## src/rtl/inst_queue_pkg.sv

```systemverilog
// Shared definitions for the instruction queue sitting between fetcher and decoder.
// Holds the default depth, the storage entry layout and the per-cycle operation encoding.
package inst_queue_pkg;

  // log2 of the default queue depth (8 entries)
  localparam int unsigned IQ_SIZE_BIT_DEFAULT = 3;

  typedef struct packed {
    logic [31:0] addr;
    logic [31:0] data;
  } iq_entry_t;

  // Bit 0 = push accepted, bit 1 = pop accepted
  typedef enum logic [1:0] {
    OpNone = 2'b00,
    OpPush = 2'b01,
    OpPop  = 2'b10,
    OpBoth = 2'b11
  } iq_op_e;

endpackage

```

## src/rtl/inst_queue.sv

```systemverilog
// Circular-buffer instruction queue between fetcher and decoder with flush and global stall.
// Optional same-cycle bypass of an empty queue is enabled by defining IQ_BYPASS_EN.
module inst_queue
  import inst_queue_pkg::*;
#(
  parameter int unsigned IQ_SIZE_BIT = IQ_SIZE_BIT_DEFAULT
) (
  input  logic        clk_in,
  input  logic        rst_in,
  input  logic        rdy_in,
  input  logic        rob_clear,
  input  logic        in_valid,
  input  logic [31:0] in_addr,
  input  logic [31:0] in_data,
  output logic        in_ready,
  output logic        out_valid,
  output logic [31:0] out_addr,
  output logic [31:0] out_data,
  input  logic        out_pop
);

  localparam int unsigned Depth = 2 ** IQ_SIZE_BIT;
  localparam logic [IQ_SIZE_BIT:0] FullCount = (IQ_SIZE_BIT + 1)'(Depth);

  iq_entry_t mem [Depth];

  logic [IQ_SIZE_BIT-1:0] head_q, head_d;
  logic [IQ_SIZE_BIT-1:0] tail_q, tail_d;
  logic [IQ_SIZE_BIT:0]   count_q, count_d;

  logic   empty;
  logic   bypass_hit;
  logic   push_ok;
  logic   pop_ok;
  logic   wr_en;
  iq_op_e op;

  assign empty = (count_q == '0);

`ifdef IQ_BYPASS_EN
  assign bypass_hit = empty && in_valid && !rob_clear;
`else
  assign bypass_hit = 1'b0;
`endif

  // in_ready depends only on the registered count, never on out_pop
  assign in_ready  = (count_q != FullCount);
  assign out_valid = !empty || bypass_hit;

  always_comb begin
    out_addr = '0;
    out_data = '0;
    if (bypass_hit) begin
      out_addr = in_addr;
      out_data = in_data;
    end else if (!empty) begin
      out_addr = mem[head_q].addr;
      out_data = mem[head_q].data;
    end
  end

  assign push_ok = in_valid && in_ready && rdy_in && !rob_clear;
  assign pop_ok  = out_pop && out_valid && rdy_in && !rob_clear;

  // A popped bypass hit is consumed straight from the inputs and never enters storage
  always_comb begin
    op = iq_op_e'({pop_ok, push_ok});
    if (bypass_hit && pop_ok) begin
      op = OpNone;
    end
  end

  always_comb begin
    head_d  = head_q;
    tail_d  = tail_q;
    count_d = count_q;
    wr_en   = 1'b0;
    unique case (op)
      OpPush: begin
        tail_d  = tail_q + 1'b1;
        count_d = count_q + 1'b1;
        wr_en   = 1'b1;
      end
      OpPop: begin
        head_d  = head_q + 1'b1;
        count_d = count_q - 1'b1;
      end
      OpBoth: begin
        head_d = head_q + 1'b1;
        tail_d = tail_q + 1'b1;
        wr_en  = 1'b1;
      end
      OpNone: ;
    endcase
    if (rdy_in && rob_clear) begin
      head_d  = '0;
      tail_d  = '0;
      count_d = '0;
      wr_en   = 1'b0;
    end
  end

  always_ff @(posedge clk_in) begin
    if (rst_in) begin
      head_q  <= '0;
      tail_q  <= '0;
      count_q <= '0;
    end else begin
      head_q  <= head_d;
      tail_q  <= tail_d;
      count_q <= count_d;
    end
  end

  always_ff @(posedge clk_in) begin
    if (wr_en && !rst_in) begin
      mem[tail_q] <= '{addr: in_addr, data: in_data};
    end
  end

  // Occupancy and pointer distance must always agree
  count_bound_a : assert property (@(posedge clk_in) disable iff (rst_in)
    count_q <= FullCount);
  ptr_consistent_a : assert property (@(posedge clk_in) disable iff (rst_in)
    (head_q == tail_q) == (count_q == '0 || count_q == FullCount));

endmodule

```

## config.mk

```make
export PLATFORM = sky130hd
export DESIGN_NAME = inst_queue
export DESIGN_NICKNAME = d
export VERILOG_FILES = /design/src/rtl/inst_queue_pkg.sv /design/src/rtl/inst_queue.sv
export SDC_FILE = /design/constraint.sdc
export NUM_CORES = 1
export LEC_CHECK = 0
export BUFFER_PORTS_ARGS = -buffer_cell sky130_fd_sc_hd__buf_4
export CAP_MARGIN = 20
export CORE_UTILIZATION = 38
export CTS_BUF_LIST = sky130_fd_sc_hd__clkbuf_8 sky130_fd_sc_hd__clkbuf_16
export DETAILED_ROUTE_END_ITERATION = 6
export HOLD_SLACK_MARGIN = 0.02
export PLACE_DENSITY = 0.6
export SLEW_MARGIN = 20
export SYNTH_ARGS = -nofsm -noshare
export SYNTH_HDL_FRONTEND = slang
export SYNTH_SLANG_ARGS = --single-unit
```

## constraint.sdc

```tcl
create_clock -name clk_in -period 8.4 [get_ports clk_in]
set_clock_uncertainty 0.1 [all_clocks]
set_input_delay 0.42 -clock clk_in [delete_from_list [all_inputs] [get_ports clk_in]]
set_output_delay 0.42 -clock clk_in [all_outputs]
set_load 0.05 [all_outputs]
```

==> impl_results.md, run 1 <==
- Tightest Pin Transition: roughly 1.1 ns
- Wire per inst: 22.6 um
- Worst-path cell chain: buf_4 > mux4_2 > mux2i_1 > nor2_1 > buf_4
- Post-CTS setup buffers: 0
- RSZ-0062 raised after global routing: no
- CP Data Arrival Time: 3.48 ns
- Final worst slack: 4.40 ns
- Setup crit end: out_addr[5]
- Slew HR: roughly a quarter
- Pin count of the biggest net entering global routing: 72
- DR DRC count: 0
- Die X: 232 um
- Slowest CP cell: buf_4
- Depth of the CTS H-tree: 2
- Via count: 9357
- Worst R2R Start: count_q[0]
- Initial antenna violation count: 5
- Final Hold Vio Count: 0
- Setup violations, final: 0
- Dpl ws: 4.68 ns
- Flop and latch count out of synthesis: 525
- EDFF count, synth: 512
- CTS max path bufs: 3
- Final period util: 47.6%
- CTS tree: built
- # nets final: ~1200
- Worst-Skew Late Latency: approximately 0.56 ns
- Crit Path Class: flip-flop to primary output
- Top cell by count, worst path: buf_4
- Util after Layout: between 40% and 50%
- Sink Count: 525
- Total CTS buffers: 50
- Synth Cell Area: 20100 sq um
- Die ar.: 53800 sq um
- Pins Over Slew Limit: 0
- Share of cells above drive strength 1: 32.2%
- Pwr Total: 5.22 mW
- Largest cells by area after synthesis: edfxtp_1 77%, mux4_2 14%, mux2i_1 3.2%
- Gr usage total: 15.8%
- Total gr overflow: 0
- Final setup TNS: 0 ns
- Die height: ~230 um
- Input/output buffers: 135
- DP Wirelength: 21500 um
- Buf+Inv Stages, Crit Path: 2
- Synth cell types: 31
- RePlAce Congestion: 0.678
- Status: completed
- Num rows: 83
- Area share of the largest cell type after synthesis: 76.6%
- Fmax: between 200 and 300 MHz
- WP data required: approximately 7.9 ns
- Syn Inst Count: 892
- Number of global-route vias before repair: ~10000
- # IOs: 136
- Synth top cells by count: 512 x edfxtp_1, 128 x mux4_2, 77 x nor2_1
- Mapped Nets: 969
- Post-cts sizing count: 0
- Fill count: 4311
- Mapped Avg Cell Area: 22.5 sq um
- Register area share after synthesis: between 70% and 80%
- Core area: between 50000 and 60000 sq um
- Max-cap violations: 0
- Aggregate routed wire length: just over 40000 um
- Lkg Pwr: approximately 7.6 nW
- Max rail drop VDD: 0.135 mV
- Worst path depth: 5
- Most frequent cell after synthesis: edfxtp_1
- Reg2Reg Depth: 7
- Crit. End Element: primary output
- Pwr Density: 216 nW/um^2
- Clk slew on worst S/H paths: 0.06 ns
- Drt pass-1 iters: 5
- Worst hold path class: input port to flip-flop
- Global-route wire length before repair: 63100 um
- R2R Path End: mem[5][32]
- DR iter-0 viols: 823
- Ys Warns: 0
- Area leader, netlist: edfxtp_1
- Initial Util: roughly two fifths
- Root Buffer: clkbuf_16
- Critical path's largest stage delay: 0.97 ns
- Critical Path Start Type: flip-flop
- Top delay family on crit path: buffers and inverters
- Area grow syn2layout: 20.3%
- Period minus WS final: 4.00 ns
- Ys async rst share: 0%
- ANT nets after route: 0
- Main synth FF type: edfxtp_1
- Crit Path Max Fanout: 71
- Via density: 5.09
- Reg2reg setup slack: 5.40 ns
per-layer routing:
metal / global-route usage, % / wire length, um / share of wire, %
met1: 22.4 / 19000 / 46
met2: 25.3 / 19900 / 48
met3: 2.78 / 1790 / 4.3
met4: 3.84 / 705 / 1.7
met5: 0 / 37 / 0.089
cell families after synthesis:
group / after synthesis / share of synthesized area [%]
adder cells (fa/ha/maj): 7 / 0.474
AND/OR/NAND/NOR: 99 / 2.19
buffers and inverters: 51 / 1.34
AO/OA/AOI/OAI: 13 / 0.361
multiplexers: 192 / 17.5
XOR/XNOR: 5 / 0.218
flip-flops: 525 / 77.9
repair_timing:
| item | CTS | global route |
|---|---|---|
| hold buffers | 64 | 0 |
| endpoints found under the hold margin | 512 | 0 |
| setup endpoints to repair | 0 | 0 |
layout by cell type (no fill, tap or decap), types with 2 or more instances in the layout:
cell and n:
ha_1 6, nor4_2 3, clkinv_1 10, inv_1 13, mux4_2 128, clkinv_2 18
buf_4 153, o21ai_0 3, nor2_4 2, nor2_1 75, edfxtp_1 512, mux2i_1 64
nor4b_2 4, bufinv_16 3, dlygate4sd3_1 64, diode_2 2, nand2_1 6, a21oi_1 7
xor2_1 5, dfxtp_1 10, dfxtp_4 3, clkbuf_16 53
stage by stage:
stage                     instance area [sq um]  hold slack, ns  std cells
after global placement                    21900           0.361       1680
after detailed placement                  21900           0.371       1680
after CTS                                 24100          0.0388       1838
final                                     24100          0.0713       1840
after floorplan                           20100           0.350        892
after global routing                      24100          0.0862       1839
flip-flops by register name (all words and copies together), names as in the netlist, named ones only:
signal / flops
count_q: 4
head_q: 3
tail_q: 3
mem: 512
worst min path at each step:
stage / slack, ns / end / cells past startpoint / startpoint
floorplan: 0.35 / flip-flop / 2 / head_q[1]
global placement: 0.36 / flip-flop / 2 / head_q[1]
detailed placement: 0.37 / flip-flop / 2 / head_q[1]
CTS: 0.04 / count_q[3] / 4 / rdy_in
global route: 0.09 / count_q[3] / 4 / rdy_in
finish: 0.07 / count_q[3] / 4 / rdy_in
cell type report:
type	count	area (sq um)	share of cell area, %
Timing Repair Buffer	218	1800	7.46
Clock inverter	41	264	1.09
Antenna cell	2	5.00	0.0207
Inverter	5	18.8	0.0777
Multi-Input combinational cell	316	4230	17.5
Sequential cell	525	15600	64.8
Tap cell	680	851	3.52
Clock buffer	53	1330	5.49
report_power, final:
group / leakage (nW) / switching [mW] / internal (mW)
combinational: 2.07 / 0.107 / 0.0698
clock: 0.828 / 0.931 / 1.23
sequential: 4.71 / 0.00309 / 2.88
total: 7.61 / 1.04 / 4.18
worst reg2reg max path, cell delays in order, from the launching register on:
cell and delay, ns:
dfxtp_1 0.43, or4b_4 0.20, nand3_2 0.12, inv_1 0.16
nand2_1 0.20, nor4b_2 0.25, buf_4 0.48, buf_4 0.68
Power figures use the tool's default switching activity.
==> run 2: changes to the inputs <==
ABC_AREA = 1   (was not set)
PLACE_DENSITY = 0.58   (was 0.6)
clock period = 3.9 ns   (was 8.4 ns; I/O delays follow)
==> run 2 against run 1 <==
Effect of this change: synthesized cell count increased by 120%; clock-buffer cell count increased by 5; combinational power increased to 4.3 times the previous value; core utilization decreased by 0.77 points; die area increased by 7.8%; hold slack got worse by 0.015 ns; design area increased by 7.2%; register-to-register slack got worse by 4.1 ns; power increased by 130%; sequential power increased by 120%; critical path type unchanged; critical endpoint is now out_addr[6].
==> impl_results.md, run 2 <==
- Flop pwr share: 52.2% (was 55.2%)
- Buf+Inv Stages, Crit Path: 2 (unchanged)
- Number of global-route vias before repair: 14300 (was 10100)
- CP Data Arrival Time: 2.91 ns (was 3.48 ns)
- DP Wirelength: 26400 um (was 21500 um)
- Ys async rst share: 0% (unchanged)
- CTS max path bufs: 3 (unchanged)
- Core area: 56400 sq um (was 51700 sq um)
- RePlAce Congestion: 0.724 (was 0.678)
- Hold path cells: 4 (unchanged)
- Area grow syn2layout: 19.6% (was 20.3%)
- Aggregate routed wire length: 51800 um (was 41500 um)
- DR iter-0 viols: 990 (was 823)
- Top delay family on crit path: buffers and inverters (unchanged)
- Mapped Nets: 2015 (was 969)
- Largest cells by area after synthesis: edfxtp_1 71%, nand2_1 8.2%, nor2_1 5.8% (was edfxtp_1 77%, mux4_2 14%, mux2i_1 3.2%)
- Total CTS buffers: 55 (was 50)
- Critical path's largest stage delay: 0.68 ns (was 0.97 ns)
- Gate power share: 6.5% (was 3.4%)
- Most common cell after layout, fill and taps aside: edfxtp_1 (unchanged)
- Depth of the CTS H-tree: 2 (unchanged)
- Status: completed (unchanged)
- Crit. End Element: primary output (unchanged)
- Share of cells above drive strength 1: 11.5% (was 32.2%)
- Most frequent cells in the layout: 512 x edfxtp_1, 471 x nand2_1, 329 x nor2_1 (was 512 x edfxtp_1, 153 x buf_4, 128 x mux4_2)
- Num rows: 87 (was 83)
- Worst hold path class: input port to flip-flop (unchanged)
- Flop and latch count out of synthesis: 525 (unchanged)
- Switching Share: 22.2% (was 19.9%)
- CTS tree: built (unchanged)
- Area share of the largest cell type after synthesis: 71.0% (was 76.6%)
- Tightest Pin Transition: 1.29 ns (was 1.10 ns)
- Fill count: 5234 (was 4311)
- Ys Warns: 0 (unchanged)
- Biggest regs: mem x512, count_q x4 (unchanged)
- WP data required: 3.61 ns (was 7.88 ns)
- Setup violations, final: 0 (unchanged)
- Synth top cells by count: 512 x edfxtp_1, 471 x nand2_1, 335 x nor2_1 (was 512 x edfxtp_1, 128 x mux4_2, 77 x nor2_1)
- Int Pwr: 9.26 mW (was 4.18 mW)
- Sw power: 2.64 mW (was 1.04 mW)
- Main synth FF type: edfxtp_1 (unchanged)
- Synth cell types: 23 (was 31)
- EDFF count, synth: 512 (unchanged)
- Wire per inst: 17.7 um (was 22.6 um)
- Crit Path Class: flip-flop to primary output (unchanged)
- Global-route wire length before repair: 80400 um (was 63100 um)
- Pwr Density: 459 nW/um^2 (was 216 nW/um^2)
- Clock Power Share: 41.3% (was 41.4%)
- Synth Cell Area: 21700 sq um (was 20100 sq um)
- Die height: 241 um (was 232 um)
- # nets final: 2201 (was 1193)
- Reg2Reg Depth: 7 (unchanged)
- Lkg Pwr: 9.88 nW (was 7.61 nW)
- Worst-Skew Late Latency: 0.59 ns (was 0.56 ns)
- Initial Util: 38.4% (was 38.8%)
- Die X: 241 um (was 232 um)
- Fmax: ~310 MHz
- Worst path depth: 6 (was 5)
- Pin count of the biggest net entering global routing: 257 (was 72)
- Biggest register: mem (unchanged)
- Hold slack: 0.0562 ns (was 0.0713 ns)
- Initial antenna violation count: 4 (was 5)
- Via count: 14200 (was 9357)
- Slowest CP cell: buf_12 (was buf_4)
- ANT nets after route: 0 (unchanged)
- Gr usage total: 18.1% (was 15.8%)
- Register area share after synthesis: 72.2% (was 77.9%)
- Pins Over Slew Limit: 0 (unchanged)
- Final setup TNS: 0 ns (unchanged)
- Root Buffer: clkbuf_16 (unchanged)
- Final Hold Vio Count: 0 (unchanged)
- Syn Inst Count: 1938 (was 892)
- DR DRC count: 0 (unchanged)
- Total gr overflow: 0 (unchanged)
- Worst-path cell chain: buf_12 > o21ai_0 > o21ai_0 > nor2_1 > nor2_1 > buf_4 (was buf_4 > mux4_2 > mux2i_1 > nor2_1 > buf_4)
- Max rail drop VDD: 0.324 mV (was 0.135 mV)
- Slew HR: 14.2% (was 26.6%)
- Clk slew on worst S/H paths: 0.05 ns (was 0.06 ns)
- Die ar.: 57900 sq um (was 53800 sq um)
- Period minus WS final: 3.20 ns
- Critical Path Start Type: flip-flop (unchanged)
- Max-cap violations: 0 (unchanged)
- Input/output buffers: 135 (unchanged)
- Area leader, netlist: edfxtp_1 (unchanged)
- Drt pass-1 iters: 5 (unchanged)
- Max reg flops: 512 (unchanged)
- Crit Path Max Fanout: 256 (was 71)
- Most frequent cell after synthesis: edfxtp_1 (unchanged)
- Sink Count: 525 (unchanged)
- Post-cts sizing count: 0 (unchanged)
- Final period util: between 80% and 90%
- RSZ-0062 raised after global routing: no (unchanged)
- Via density: 4.86 (was 5.09)
- # IOs: 136 (unchanged)
- Mapped Avg Cell Area: 11.2 sq um (was 22.5 sq um)
## run 2: cell families after synthesis
| kind of cell | Yosys count | share of synthesized area, % |
|---|---|---|
| xor gates and xnor gates | 2 | 0.0809 |
| and+or+nand+nor | 944 | 17.2 |
| buffers and inverters | 253 | 5.31 |
| adders and majority gates | 7 | 0.439 |
| DFF | 525 | 72.2 |
| AOI/OAI and AO/OA | 207 | 4.80 |
## run 2: layout make-up
cell class / instances / area [sq um] / share of cell area [%]
Sequential cell: 525 / 15600 / 60.4
Multi-Input combinational cell: 1160 / 4950 / 19.1
Timing Repair Buffer: 233 / 2080 / 8.05
Clock buffer: 58 / 1430 / 5.52
Tap cell: 756 / 946 / 3.65
Inverter: 149 / 569 / 2.20
Clock inverter: 41 / 263 / 1.01
Antenna cell: 1 / 2.50 / 0.00967
## run 2: final timing paths
| path | slack (ns) | endpoint | from |
|---|---|---|---|
| worst max register to register | 1.34 | mem[2][6] | count_q[1] |
| worst min register to register | 0.38 | flip-flop | head_q[2] |
| worst min-delay path | 0.06 | count_q[0] | rst_in |
| worst max-delay path | 0.70 | out_addr[6] | flip-flop |
## run 2: timing repair
action,CTS,global route
endpoints found under the hold margin,519,0
buffers inserted,0,0
hold buffers,69,0
## run 2: power groups by stage
stage | clock, mW | sequential, mW | combinational [mW]
floorplan | 0 | 6.34 | 0.403
global placement | 0 | 6.33 | 0.710
detailed placement | 0 | 6.33 | 0.720
CTS | 5.03 | 6.21 | 0.779
global route | 5.23 | 6.21 | 0.828
finish | 4.91 | 6.21 | 0.767
## run 2: per-layer routing
metal | GRT usage [%] | vias up | part of all wire [%]
li1 | - | 6875 | -
met1 | 23.9 | 6950 | 45
met2 | 30.8 | 287 | 49
met3 | 3.01 | 81 | 4.4
met4 | 4.73 | 6 | 1.8
met5 | 0 | - | 0.071
## run 2: worst min-delay path, stage by stage
cell	delay, ns
buf_4	0.12
inv_1	0.09
nand2_1	0.22
a21oi_1	0.06
## run 2: metrics by stage
step                cell area, sq um  utilization [%]  setup slack, ns  power (mW)  cells
global placement               23500             41.7             1.33        7.04   2754
floorplan                      21700                -           -0.714        6.74   1938
detailed placement             23500             41.7             1.31        7.05   2754
finish                         25900             45.9            0.699        11.9   2923
CTS                            25900             45.9            0.666        12.0   2922
global route                   25900             45.9            0.500        12.3   2923
==> run 3: changes to the inputs <==
PLACE_DENSITY = 0.6   (was 0.58)
clock period = 2.8 ns   (was 3.9 ns; I/O delays follow)
==> run 3 against run 2 <==
Effect of this change: power grew 40%; clock power grew 41%; sequential share of layout area shrank 0.59 points; critical endpoint is now out_addr[31].
==> impl_results.md, run 3 (same netlist as run 2, synthesis figures left out) <==
- Max rail drop VDD: 0.478 mV (was 0.324 mV)
- Depth of the CTS H-tree: 2 (unchanged)
- Biggest register: mem (unchanged)
- Register area: 15600 sq um (about the same)
- Fill count: 5104 (was 5234)
- Placed cell areas: 23600 sq um (was 23500 sq um)
- Area grow syn2layout: 20.8% (was 19.6%)
- Crit. End Element: primary output (unchanged)
- Status: completed (unchanged)
- Max reg flops: 512 (unchanged)
- Die height: 241 um (unchanged)
- Sink Count: 525 (unchanged)
- Via density: 4.86 (about the same)
- RSZ-0062 raised after global routing: yes (was no)
- RePlAce Congestion: 0.748 (was 0.724)
- Worst-Skew Late Latency: 0.59 ns (about the same)
- Max-cap violations: 0 (unchanged)
- ANT nets after route: 0 (unchanged)
- Global-route wire length before repair: 79800 um (was 80400 um)
- Input/output buffers: 135 (unchanged)
- DP Wirelength: 25500 um (was 26400 um)
- Slew HR: 49.5% (was 14.2%)
- Final Hold Vio Count: 0 (unchanged)
- Pwr Density: 637 nW/um^2 (was 459 nW/um^2)
- Crit Path Class: flip-flop to primary output (unchanged)
- Num rows: 87 (unchanged)
- Most frequent cells in the layout: 512 x edfxtp_1, 470 x nand2_1, 328 x nor2_1 (was 512 x edfxtp_1, 471 x nand2_1, 329 x nor2_1)
- CTS tree: built (unchanged)
- Pin count of the biggest net entering global routing: 99 (was 257)
- Tightest Pin Transition: 0.757 ns (was 1.29 ns)
- Most common cell after layout, fill and taps aside: edfxtp_1 (unchanged)
- Fmax: around 370 MHz
- WP data required: 2.56 ns (was 3.61 ns)
- Root Buffer: clkbuf_16 (unchanged)
- Wire per inst: 17.8 um (was 17.7 um)
- Critical Path Start Type: flip-flop (unchanged)
- Clk slew on worst S/H paths: 0.06 ns (was 0.05 ns)
- DR DRC count: 0 (unchanged)
- Pins Over Slew Limit: 0 (unchanged)
- Via count: 14200 (about the same)
- Aggregate routed wire length: 52200 um (was 51800 um)
- Drt pass-1 iters: 5 (unchanged)
- CTS max path bufs: 3 (unchanged)
- Worst hold path class: input port to flip-flop (unchanged)
- Setup violations, final: 0 (unchanged)
- Number of global-route vias before repair: 14100 (was 14300)
- Area of the multi-input gates: 4970 sq um (was 4950 sq um)
- Die X: 241 um (unchanged)
- Biggest regs: mem x512, count_q x4 (unchanged)
- CP Data Arrival Time: 2.46 ns (was 2.91 ns)
- Crit Path Max Fanout: 91 (was 256)
- Post-route cell area: 26100 sq um (was 25900 sq um)
- Period minus WS final: 2.70 ns
- Initial antenna violation count: 2 (was 4)
- Initial Util: 38.4% (unchanged)
- # nets final: 2210 (was 2201)
- Core area: 56400 sq um (unchanged)
- Die ar.: 57900 sq um (unchanged)
- Hold slack: 0.160 ns (was 0.0562 ns)
- Share of cells above drive strength 1: 12.2% (was 11.5%)
- Gr usage total: 18.1% (about the same)
- Total CTS buffers: 55 (unchanged)
- DR iter-0 viols: 1010 (was 990)
- Total gr overflow: 0 (unchanged)
- # IOs: 136 (unchanged)
- Final period util: 96.5%
- Lkg Pwr: 9.98 nW (was 9.88 nW)
==> run 3: layer usage <==
metal / part of all wire (%) / GRT usage, % / vias to the layer above
li1: - / - / 6892
met1: 45 / 24.6 / 6957
met2: 49 / 30.3 / 332
met3: 4.5 / 2.45 / 58
met4: 1.7 / 5.08 / 2
met5: 0.019 / 0 / -
==> run 3: power by group <==
group / internal (mW) / switching, mW / leakage [nW]
registers: 8.64 / 0.0106 / 4.71
clock network: 4.00 / 2.93 / 0.884
logic: 0.339 / 0.735 / 4.38
==> run 3: cell type report <==
class | instances | share of cell area [%]
flip-flops and latches | 525 | 59.8
multi-input cells | 1160 | 19.0
repair buffers | 242 | 8.80
clock buffers | 55 | 5.26
well taps | 756 | 3.62
inverters | 149 | 2.21
clock inverters | 43 | 1.23
diodes | 1 | 0.00957
==> run 3: path summary, 6_finish.rpt <==
path | slack [ns] | from | cells after the start | endpoint
worst max-delay path | 0.1 | flip-flop | 7 | out_addr[31]
worst min-delay path | 0.16 | out_pop | 7 | flip-flop
worst max register to register | 0.63 | count_q[2] | 5 | mem[4][37]
worst min register to register | 0.38 | head_q[2] | 2 | flip-flop
==> run 3: repair_timing <==
item                                    4_1_cts  5_1_grt
pin swaps                                     0        0
buffers inserted                              0        1
endpoints found under the setup margin       35       11
gates cloned                                  2        0
endpoints found under the hold margin       568        0
gates resized for setup                       3        1
hold buffers                                 70        0
==> run 3: through the flow <==
step                std cells  util [%]  total power [mW]  setup TNS [ns]  setup slack, ns
floorplan                1938         -              9.39          -54.95           -0.572
global placement         2759      41.9              9.81               0            0.452
detailed placement       2759      41.9              9.82               0            0.440
CTS                      2929      46.3              16.8               0          0.00926
global route             2931      46.4              17.2         -0.0515          -0.0445
finish                   2931      46.4              16.7               0           0.0968
==> run 3: critical path, stage by stage, from the launching register on <==
cell,delay (ns)
dfxtp_4,0.42
inv_16,0.29
buf_4,0.27
nor2_1,0.05
o21ai_0,0.18
nor2_1,0.07
nor2_1,0.28
buf_4,0.27
